**config.mk**
```make
export PLATFORM = sky130hd
export DESIGN_NAME = alu_ctrl_sequencer
export DESIGN_NICKNAME = d
export VERILOG_FILES = /design/src/rtl/alu_ctrl_sequencer.sv
export SDC_FILE = /design/constraint.sdc
export NUM_CORES = 1
export LEC_CHECK = 0
export CAP_MARGIN = 20
export CORE_MARGIN = 5
export CORE_UTILIZATION = 40
export DETAILED_ROUTE_END_ITERATION = 6
export PLACE_DENSITY = 0.85
export SETUP_SLACK_MARGIN = 0.05
export SLEW_MARGIN = 25
export SYNTH_ARGS = -nofsm -noshare
export SYNTH_HDL_FRONTEND = slang
export SYNTH_SLANG_ARGS = --single-unit
```
**constraint.sdc**
```tcl
create_clock -name clock -period 3.2 [get_ports clock]
set_clock_uncertainty 0.2 [all_clocks]
set_input_delay 0.32 -clock clock [delete_from_list [all_inputs] [get_ports clock]]
set_output_delay 0.32 -clock clock [all_outputs]
set_load 0.005 [all_outputs]
```
**src/rtl/alu_ctrl_sequencer.sv**
```systemverilog
// ---------------------------------------------------------------------------
// alu_ctrl_sequencer
// Hardwired T0..T6 control-step sequencer for one instruction fetch followed by
// a register-register ALU operation. It drives the Datapath strobes, decodes
// the IR the Datapath returns, and counts retired instructions.
//
// Ports:
//   clock       - system clock, rising edge
//   clear       - asynchronous active-low reset
//   run         - level; permits starting a new instruction
//   mem_ready   - memory data valid on Mdatain this cycle
//   IR          - Datapath IR (op=[31:27] Ra=[26:23] Rb=[22:19] Rc=[18:15])
//   PCout..LOin - Datapath strobes
//   Rout_sel    - one-hot register drive-to-bus select
//   Rin_sel     - one-hot register load select
//   opcode      - ALU operation, valid in T4..T6, zero elsewhere
//   done        - pulse in the final step of an instruction
//   fault       - sticky illegal-opcode / read-timeout flag
//   instr_count - retired-instruction count (wraps)
//
// Optional feature: define ALU_CTRL_READ_TIMEOUT_EN to abort a fetch that
// waits TIMEOUT_CYCLES cycles in T1/T1W without mem_ready (goes to FAULT).
// Without the macro T1W waits indefinitely.
// ---------------------------------------------------------------------------
`timescale 1ns/1ps
module alu_ctrl_sequencer #(
    parameter int unsigned TIMEOUT_CYCLES = 16,
    parameter int unsigned CNT_W          = 16
) (
    input  logic             clock,
    input  logic             clear,
    input  logic             run,
    input  logic             mem_ready,
    input  logic [31:0]      IR,
    output logic             PCout,
    output logic             PCin,
    output logic             IncPC,
    output logic             MARin,
    output logic             Read,
    output logic             MDRin,
    output logic             MDRout,
    output logic             IRin,
    output logic             Yin,
    output logic             Zin,
    output logic             Zlowout,
    output logic             Zhighout,
    output logic             HIin,
    output logic             LOin,
    output logic [15:0]      Rout_sel,
    output logic [15:0]      Rin_sel,
    output logic [4:0]       opcode,
    output logic             done,
    output logic             fault,
    output logic [CNT_W-1:0] instr_count
);

    typedef enum logic [3:0] {
        StIdle, StT0, StT1, StT1W, StT2, StT3, StT4, StT5, StT6, StFault
    } state_e;

    state_e r_state, w_state_next;

    logic [4:0] w_op;
    logic [3:0] w_ra, w_rb, w_rc;
    logic       w_legal, w_muldiv, w_unary, w_eoi, w_timeout;

    assign w_op     = IR[31:27];
    assign w_ra     = IR[26:23];
    assign w_rb     = IR[22:19];
    assign w_rc     = IR[18:15];
    assign w_legal  = (w_op <= 5'h10);
    assign w_muldiv = (w_op == 5'h0D) || (w_op == 5'h0E);
    assign w_unary  = (w_op == 5'h0F) || (w_op == 5'h10);
    // Instruction retires in T5 (single-result ops) or T6 (mul/div).
    assign w_eoi    = ((r_state == StT5) && !w_muldiv) || (r_state == StT6);

`ifdef ALU_CTRL_READ_TIMEOUT_EN
    localparam int TW = $clog2(TIMEOUT_CYCLES + 1);
    logic [TW-1:0] r_wait_cnt;

    // Timeout fires on the cycle whose increment would reach TIMEOUT_CYCLES.
    assign w_timeout = !mem_ready && (r_wait_cnt == TW'(TIMEOUT_CYCLES - 1));

    always_ff @(posedge clock or negedge clear) begin
        if (!clear) begin
            r_wait_cnt <= '0;
        end else if (r_state == StT0) begin
            r_wait_cnt <= '0;
        end else if (((r_state == StT1) || (r_state == StT1W)) && !mem_ready) begin
            r_wait_cnt <= r_wait_cnt + 1'b1;
        end
    end
`else
    assign w_timeout = 1'b0;
`endif

    always_ff @(posedge clock or negedge clear) begin
        if (!clear) begin
            r_state     <= StIdle;
            instr_count <= '0;
        end else begin
            r_state <= w_state_next;
            if (w_eoi) begin
                instr_count <= instr_count + 1'b1;
            end
        end
    end

    always_comb begin
        w_state_next = r_state;
        unique case (r_state)
            StIdle:  if (run) w_state_next = StT0;
            StT0:    w_state_next = StT1;
            StT1, StT1W: begin
                if (mem_ready)      w_state_next = StT2;
                else if (w_timeout) w_state_next = StFault;
                else                w_state_next = StT1W;
            end
            StT2:    w_state_next = StT3;
            StT3:    w_state_next = w_legal ? StT4 : StFault;
            StT4:    w_state_next = StT5;
            StT5: begin
                if (w_muldiv) w_state_next = StT6;
                else          w_state_next = run ? StT0 : StIdle;
            end
            StT6:    w_state_next = run ? StT0 : StIdle;
            StFault: w_state_next = StFault;
            default: w_state_next = StIdle;
        endcase
    end

    // Moore outputs: state register plus IR only.
    always_comb begin
        PCout    = 1'b0;
        PCin     = 1'b0;
        IncPC    = 1'b0;
        MARin    = 1'b0;
        Read     = 1'b0;
        MDRin    = 1'b0;
        MDRout   = 1'b0;
        IRin     = 1'b0;
        Yin      = 1'b0;
        Zin      = 1'b0;
        Zlowout  = 1'b0;
        Zhighout = 1'b0;
        HIin     = 1'b0;
        LOin     = 1'b0;
        Rout_sel = '0;
        Rin_sel  = '0;
        opcode   = '0;
        done     = 1'b0;
        fault    = 1'b0;
        unique case (r_state)
            StT0: begin
                PCout = 1'b1;
                MARin = 1'b1;
                IncPC = 1'b1;
                Zin   = 1'b1;
            end
            StT1: begin
                Zlowout = 1'b1;
                PCin    = 1'b1;
                Read    = 1'b1;
                MDRin   = 1'b1;
            end
            StT1W: begin
                Read  = 1'b1;
                MDRin = 1'b1;
            end
            StT2: begin
                MDRout = 1'b1;
                IRin   = 1'b1;
            end
            StT3: begin
                Rout_sel = 16'h0001 << w_rb;
                Yin      = 1'b1;
            end
            StT4: begin
                opcode   = w_op;
                Zin      = 1'b1;
                Rout_sel = 16'h0001 << (w_unary ? w_rb : w_rc);
            end
            StT5: begin
                opcode  = w_op;
                Zlowout = 1'b1;
                if (w_muldiv) begin
                    LOin = 1'b1;
                end else begin
                    Rin_sel = 16'h0001 << w_ra;
                    done    = 1'b1;
                end
            end
            StT6: begin
                opcode   = w_op;
                Zhighout = 1'b1;
                HIin     = 1'b1;
                done     = 1'b1;
            end
            StFault: fault = 1'b1;
            default: ;
        endcase
    end

endmodule

```
==> flow_metrics.tcl, run 1 <==
set metrics [dict create \
    final_cell_mix "clkdlybuf4s50_1 (84), nor2_1 (19), dfrtp_1 (19), a22oi_1 (16), buf_4 (15)" \
    grt_use_total 0.194 \
    place_ws_ns 0.0434 \
    viasPerCell 5.72 \
    grt_setup_unrepaired "yes" \
    multi_input_area_um2 1100 \
    routedWlPerCell_um 16.0 \
    die_x_um 75.0 \
    synth_mux_area_frac 0.00666 \
    ys_seq_area_frac 0.296 \
    clkLatencyLatePin_ns 0.26 \
    num-nets-final 334 \
    rows 23 \
    cp-start-kind "primary input" \
    root_buffer "clkbuf_8" \
    synthAdderAreaFrac 0.00740 \
    via_count 1980 \
    wl_um 5540 \
    hold_class "reg2reg" \
    place_congestion 0.942 \
    synth_fp_nets 238 \
    synth_top_family_by_area "simple AND/OR/NAND/NOR gates" \
    start_util 0.417 \
    grt_antenna_before_repair 0 \
    cp-end-kind "output pin" \
    fill_cells 323 \
    die_height_um 75.0 \
    grt_max_degree 21 \
    drv_cap 0 \
    yosys.area_share.simple 0.297 \
    fin_ws_ns 0.0805 \
    synth_warnings 0 \
    hpwl_um 4280 \
    synth_flop_cell "dfrtp_1" \
    cp_max_fo 4 \
    cts.htree.levels 1 \
    hold_viol_final 0 \
    layout-drive-gt1-share 0.101 \
    first_pass_iters 4 \
    clk_path_buf_depth 2 \
    grt_pass1_vias 1962 \
    synth_edf_count 0 \
    avgSynthCellArea_um2 8.42 \
    diodes 0 \
    setup_viol 0 \
    port-buffer-count 89 \
    path_class "in2out" \
    ir_drop_mv 0.514 \
    synth_xor_area_frac 0.0880 \
    core_um2 4060 \
    synth_compound_area_frac 0.250 \
    first_iter_violations 63 \
    whs_ns 0.281 \
    synth_area_um2 1690 \
    drc 0 \
    seqCellArea_um2 502 \
    crit_required_ns 2.68 \
    p_per_area_nw_per_um2 485 \
    min_period_over_period 0.975 \
    final_common_cell "clkdlybuf4s50_1" \
    netlist-cell-type-count 42 \
    ant_nets 0 \
    postSynthCellCount 201 \
    die_area_um2 5630 \
    tns_ns 0 \
    relSlewSlack 0.403 \
    synth_seq_cells 20 \
    clock-sinks 20 \
    async_flop_share 1.00 \
    area_delta_synth_final_pct 62.5 \
    critPathArrivalTime_ns 2.60 \
    grt_pass1_wl_um 8760 \
    p_leak_uw 0.00108 \
    timing.fmax_ghz 0.321 \
    clk_pin_slew_worst_paths_ns 0.07 \
    slew_viol_final 0 \
    outcome "complete, no violations" \
    worstMarginPinSlew_ns 0.892 \
    cts_tree "done" \
    ios 105 \
    overflow 0 \
    fin_crit_ns 3.12 \
    p_total_uw 1330 \
    cts_buffers 3 \
]
[Yosys cell counts (all sizes together) (6+ instances only)]
cell type / instances / area, um2
and2: 6 / 37.5
nor3: 10 / 50.1
nand3: 7 / 35.0
nand2: 9 / 33.8
dfrtp: 20 / 500
buf: 8 / 51.3
xnor2: 13 / 114
o21ai: 14 / 70.1
inv: 6 / 22.5
nor2: 19 / 71.3
nand2b: 7 / 43.8
a22oi: 16 / 120
o2111ai: 8 / 70.1
[stage by stage]
step                      std cells  utilization  cell area (um2)
after floorplan                 201            -             1690
after global placement          341        0.661             2680
after detailed placement        341        0.661             2680
after CTS                       345        0.673             2730
after global routing            346        0.677             2750
final                           346        0.677             2750
[sequential cells by signal, summed over array words and instances (netlist names)]
register and cells:
r_state 4, instr_count 16
[final timing paths]
| kind | depth (start not counted) | end | startpoint | slack (ns) |
|---|---|---|---|---|
| worst min register to register | 1 | instr_count[15]$_DFFE_PN0N_ | instr_count[15]$_DFFE_PN0N_ | 0.28 |
| worst min-delay path | 1 | instr_count[15]$_DFFE_PN0N_ | instr_count[15]$_DFFE_PN0N_ | 0.28 |
| worst max register to register | 5 | instr_count[9]$_DFFE_PN0N_ | r_state[1]$_DFFE_PN0P_ | 1.10 |
| worst max-delay path | 6 | Rout_sel[1] | IR[31] | 0.08 |
| max in group asynchronous | 1 | r_state[0]$_DFFE_PN0P_ | clear | 1.83 |
| min in group asynchronous | 1 | instr_count[0]$_DFFE_PN0N_ | clear | 0.36 |
[worst max-delay path, stage by stage]
cell and delay (ns):
clkdlybuf4s50_1 0.49, and3b_4 0.22, a311o_4 0.41, or4_4 0.45
a22oi_1 0.18, clkdlybuf4s50_1 0.53
[area by class of cell]
| type | instances | area share |
|---|---|---|
| inverter | 6 | 0.00819 |
| sequential | 20 | 0.183 |
| tap | 50 | 0.0228 |
| clock buffer | 4 | 0.0200 |
| timing repair buffer | 104 | 0.367 |
| multi-input combinational | 162 | 0.400 |
[routing by layer]
layer,up-vias,share of wire,global-route usage
met5,-,0,0
met4,0,0.0074,0.0336
met3,6,0.12,0.0574
met2,107,0.46,0.332
met1,917,0.41,0.245
li1,950,-,-
[repair_timing]
| action | in CTS | in global routing |
|---|---|---|
| hold buffers | 0 | 0 |
| setup buffers | 0 | 1 |
| setup endpoints to repair | 2 | 10 |
| pin swaps | 0 | 1 |
| resized for setup | 2 | 5 |
[power breakdown]
| part | internal (uW) | switching (uW) |
|---|---|---|
| sequential | 299 | 94.3 |
| clock | 110 | 83.5 |
| combinational | 407 | 339 |
[kinds of logic (layout without fill, tap and decap cells)]
logic type | count (synthesis) | after routing
AO/OA/AOI/OAI | 56 | 56
XOR/XNOR | 17 | 17
adder cells (fa/ha/maj) | 1 | 1
buffers and inverters | 19 | 114
flip-flops | 20 | 20
multiplexers | 1 | 1
AND/OR/NAND/NOR | 87 | 87
Power figures use the tool's default switching activity.
==> run 2, diff against run 1 <==
--- a/config.mk
+++ b/config.mk
@@ -6,9 +6,11 @@
 export NUM_CORES = 1
 export LEC_CHECK = 0
 export CAP_MARGIN = 20
+export CORE_ASPECT_RATIO = 0.5
 export CORE_MARGIN = 5
 export CORE_UTILIZATION = 40
 export DETAILED_ROUTE_END_ITERATION = 6
+export HOLD_SLACK_MARGIN = 0.02
 export PLACE_DENSITY = 0.85
 export SETUP_SLACK_MARGIN = 0.05
 export SLEW_MARGIN = 25
==> constraint.sdc (replaced) <==
create_clock -name clock -period 3.7 [get_ports clock]
set_clock_uncertainty 0.2 [all_clocks]
set_input_delay 0.37 -clock clock [delete_from_list [all_inputs] [get_ports clock]]
set_output_delay 0.37 -clock clock [all_outputs]
set_load 0.005 [all_outputs]
==> flow_metrics.tcl, run 2 (synthesized netlist as in run 1, its figures left out) <==
set metrics [dict create \
    crit_chain "clkdlybuf4s50_1 > and3b_4 > a311o_4 > or4_4 > a22oi_1 > clkdlybuf4s50_1" \
    clk_path_buf_depth 2 \
    clock-sinks 20 \
    reg2reg_slack_ns 1.47 \
    ios 105 \
    holdCritStartpoint "instr_count[15]$_DFFE_PN0N_" \
    postCtsSetupRepairBufs 0 \
    tns_ns 0 \
    final_common_cell "clkdlybuf4s50_1" \
    reg2reg_from "r_state[2]$_DFFE_PN0P_" \
    core_um2 3980 \
    start_util 0.425 \
    cts_hold_buf 0 \
    hold_depth 1 \
    first_pass_iters 5 \
    setup_viol 0 \
    outcome "complete, no violations" \
    swShare 0.394 \
    area_delta_synth_final_pct 55.7 \
    p_clk_frac 0.129 \
    fin_ws_ns 0.327 \
    fill_cells 330 \
    first_iter_violations 65 \
    p_int_uw 656 \
    cts_buffers 3 \
    routedWlPerCell_um 16.1 \
    port-buffer-count 89 \
    drv_cap 0 \
    drc 0 \
    grt_pass1_wl_um 8810 \
    cts_tree "done" \
    place_congestion 0.912 \
    diodes 0 \
    reg2regPathDepth 5 \
    p_leak_uw 0.000946 \
    fin_cells 336 \
    cpMostUsedCell "clkdlybuf4s50_1" \
    min_period_over_period 0.912 \
    cpMaxStageDelayCell "clkdlybuf4s50_1" \
    layout-drive-gt1-share 0.0532 \
    timing.fmax_ghz 0.296 \
    p_per_area_nw_per_um2 411 \
    path_class "in2out" \
    hpwl_um 4280 \
    root_buffer "clkbuf_8" \
    place_ws_ns 0.336 \
    wl_um 5420 \
    cp-startpoint "IR[31]" \
    multi_input_area_um2 1100 \
    seqCellArea_um2 500 \
    hold_viol_final 0 \
    switching_power_uw 426 \
    slew_viol_final 0 \
    die_height_um 56.0 \
    fin_crit_ns 3.37 \
    largest_reg_flops 16 \
    grt_pass1_vias 1858 \
    slowest_delay_ns 0.54 \
    hold_end "instr_count[15]$_DFFE_PN0N_" \
    clkLatencyLatePin_ns 0.25 \
    placedCellCount 332 \
    relSlewSlack 0.638 \
    pwr-share-comb 0.540 \
    worstMarginPinSlew_ns 0.538 \
    final_cell_mix "clkdlybuf4s50_1 (88), dfrtp_1 (20), nor2_1 (19), a22oi_1 (16), o21ai_0 (14)" \
    cp.buffers_inverters 2 \
    regMostFlops "instr_count" \
    die_x_um 102 \
    grt_antenna_before_repair 0 \
    cts.htree.levels 1 \
    power_frac_seq 0.331 \
    grt_setup_unrepaired "no" \
    num-nets-final 321 \
    via_count 1922 \
    ir_drop_mv 0.250 \
    clk_pin_slew_worst_paths_ns 0.07 \
    cp_max_fo 10 \
    grt_use_total 0.184 \
    critPathArrivalTime_ns 2.80 \
    crit_family "buffers and inverters" \
    overflow 0 \
    r2r-end "instr_count[1]$_DFFE_PN0N_" \
    rows 16 \
    ant_nets 0 \
    post_cts_resized 0 \
    grt_max_degree 21 \
    path_depth 6 \
    cp-start-kind "primary input" \
    die_area_um2 5710 \
    final_util 0.661 \
    cp-end-kind "output pin" \
    p_total_uw 1080 \
    hold_class "reg2reg" \
    viasPerCell 5.72 \
    reg.largest.list "instr_count x16, r_state x4" \
    crit_required_ns 3.13 \
]
## run 2: changes by cell type in the layout (fill, tap and decap cells not counted)
| cell | previous run | this run |
|---|---|---|
| buf_4 | 15 | 1 |
| dlygate4sd2_1 | 2 | 0 |
| dlygate4sd3_1 | 0 | 1 |
| dfrtp_2 | 1 | 0 |
| clkbuf_8 | 4 | 3 |
| dlymetal6s2s_1 | 3 | 0 |
| o21ai_1 | 1 | 0 |
| buf_2 | 0 | 1 |
| o21ai_0 | 13 | 14 |
| dfrtp_1 | 19 | 20 |
| clkdlybuf4s50_1 | 84 | 88 |
## run 2: layout make-up
type                    count  share of cell area
multi-input cells         162               0.417
repair buffers             91               0.343
flip-flops and latches     20               0.190
well taps                  54              0.0257
clock buffers               3              0.0157
inverters                   6             0.00855
## run 2: through the flow
| step | hold slack, ns | area (um2) |
|---|---|---|
| finish | 0.296 | 2630 |
| global route | 0.320 | 2630 |
| global placement | 0.263 | 2590 |
| detailed placement | 0.288 | 2590 |
| CTS | 0.304 | 2630 |
| floorplan | -0.126 | 1690 |
## run 2: worst max path at each step
stage | to
after floorplan | Rout_sel[0]
after detailed placement | Rout_sel[4]
after global routing | Rout_sel[10]
after CTS | Rout_sel[4]
final | Rout_sel[0]
after global placement | Rout_sel[8]
## run 2: worst reg2reg max path, stage by stage (launching register included)
cell	delay, ns
dfrtp_1	0.59
nand2b_1	0.17
nand2b_1	0.25
inv_1	0.26
nor2_1	0.29
mux2_2	0.36
## run 2: layer usage
metal / vias up / global-route usage / part of all wire
li1: 922 / - / -
met2: 69 / 0.340 / 0.52
met5: - / 0 / 0
met1: 929 / 0.223 / 0.41
met3: 2 / 0.0338 / 0.065
met4: 0 / 0.0336 / 0.0037
## run 2: power by group through the flow
stage | Combinational [uW] | Sequential, uW | Clock [uW]
2_1_floorplan | 368 | 303 | 0
3_3_place_gp | 572 | 357 | 0
3_5_place_dp | 587 | 363 | 0
4_1_cts | 589 | 358 | 142
5_1_grt | 634 | 372 | 157
6_report | 584 | 358 | 140
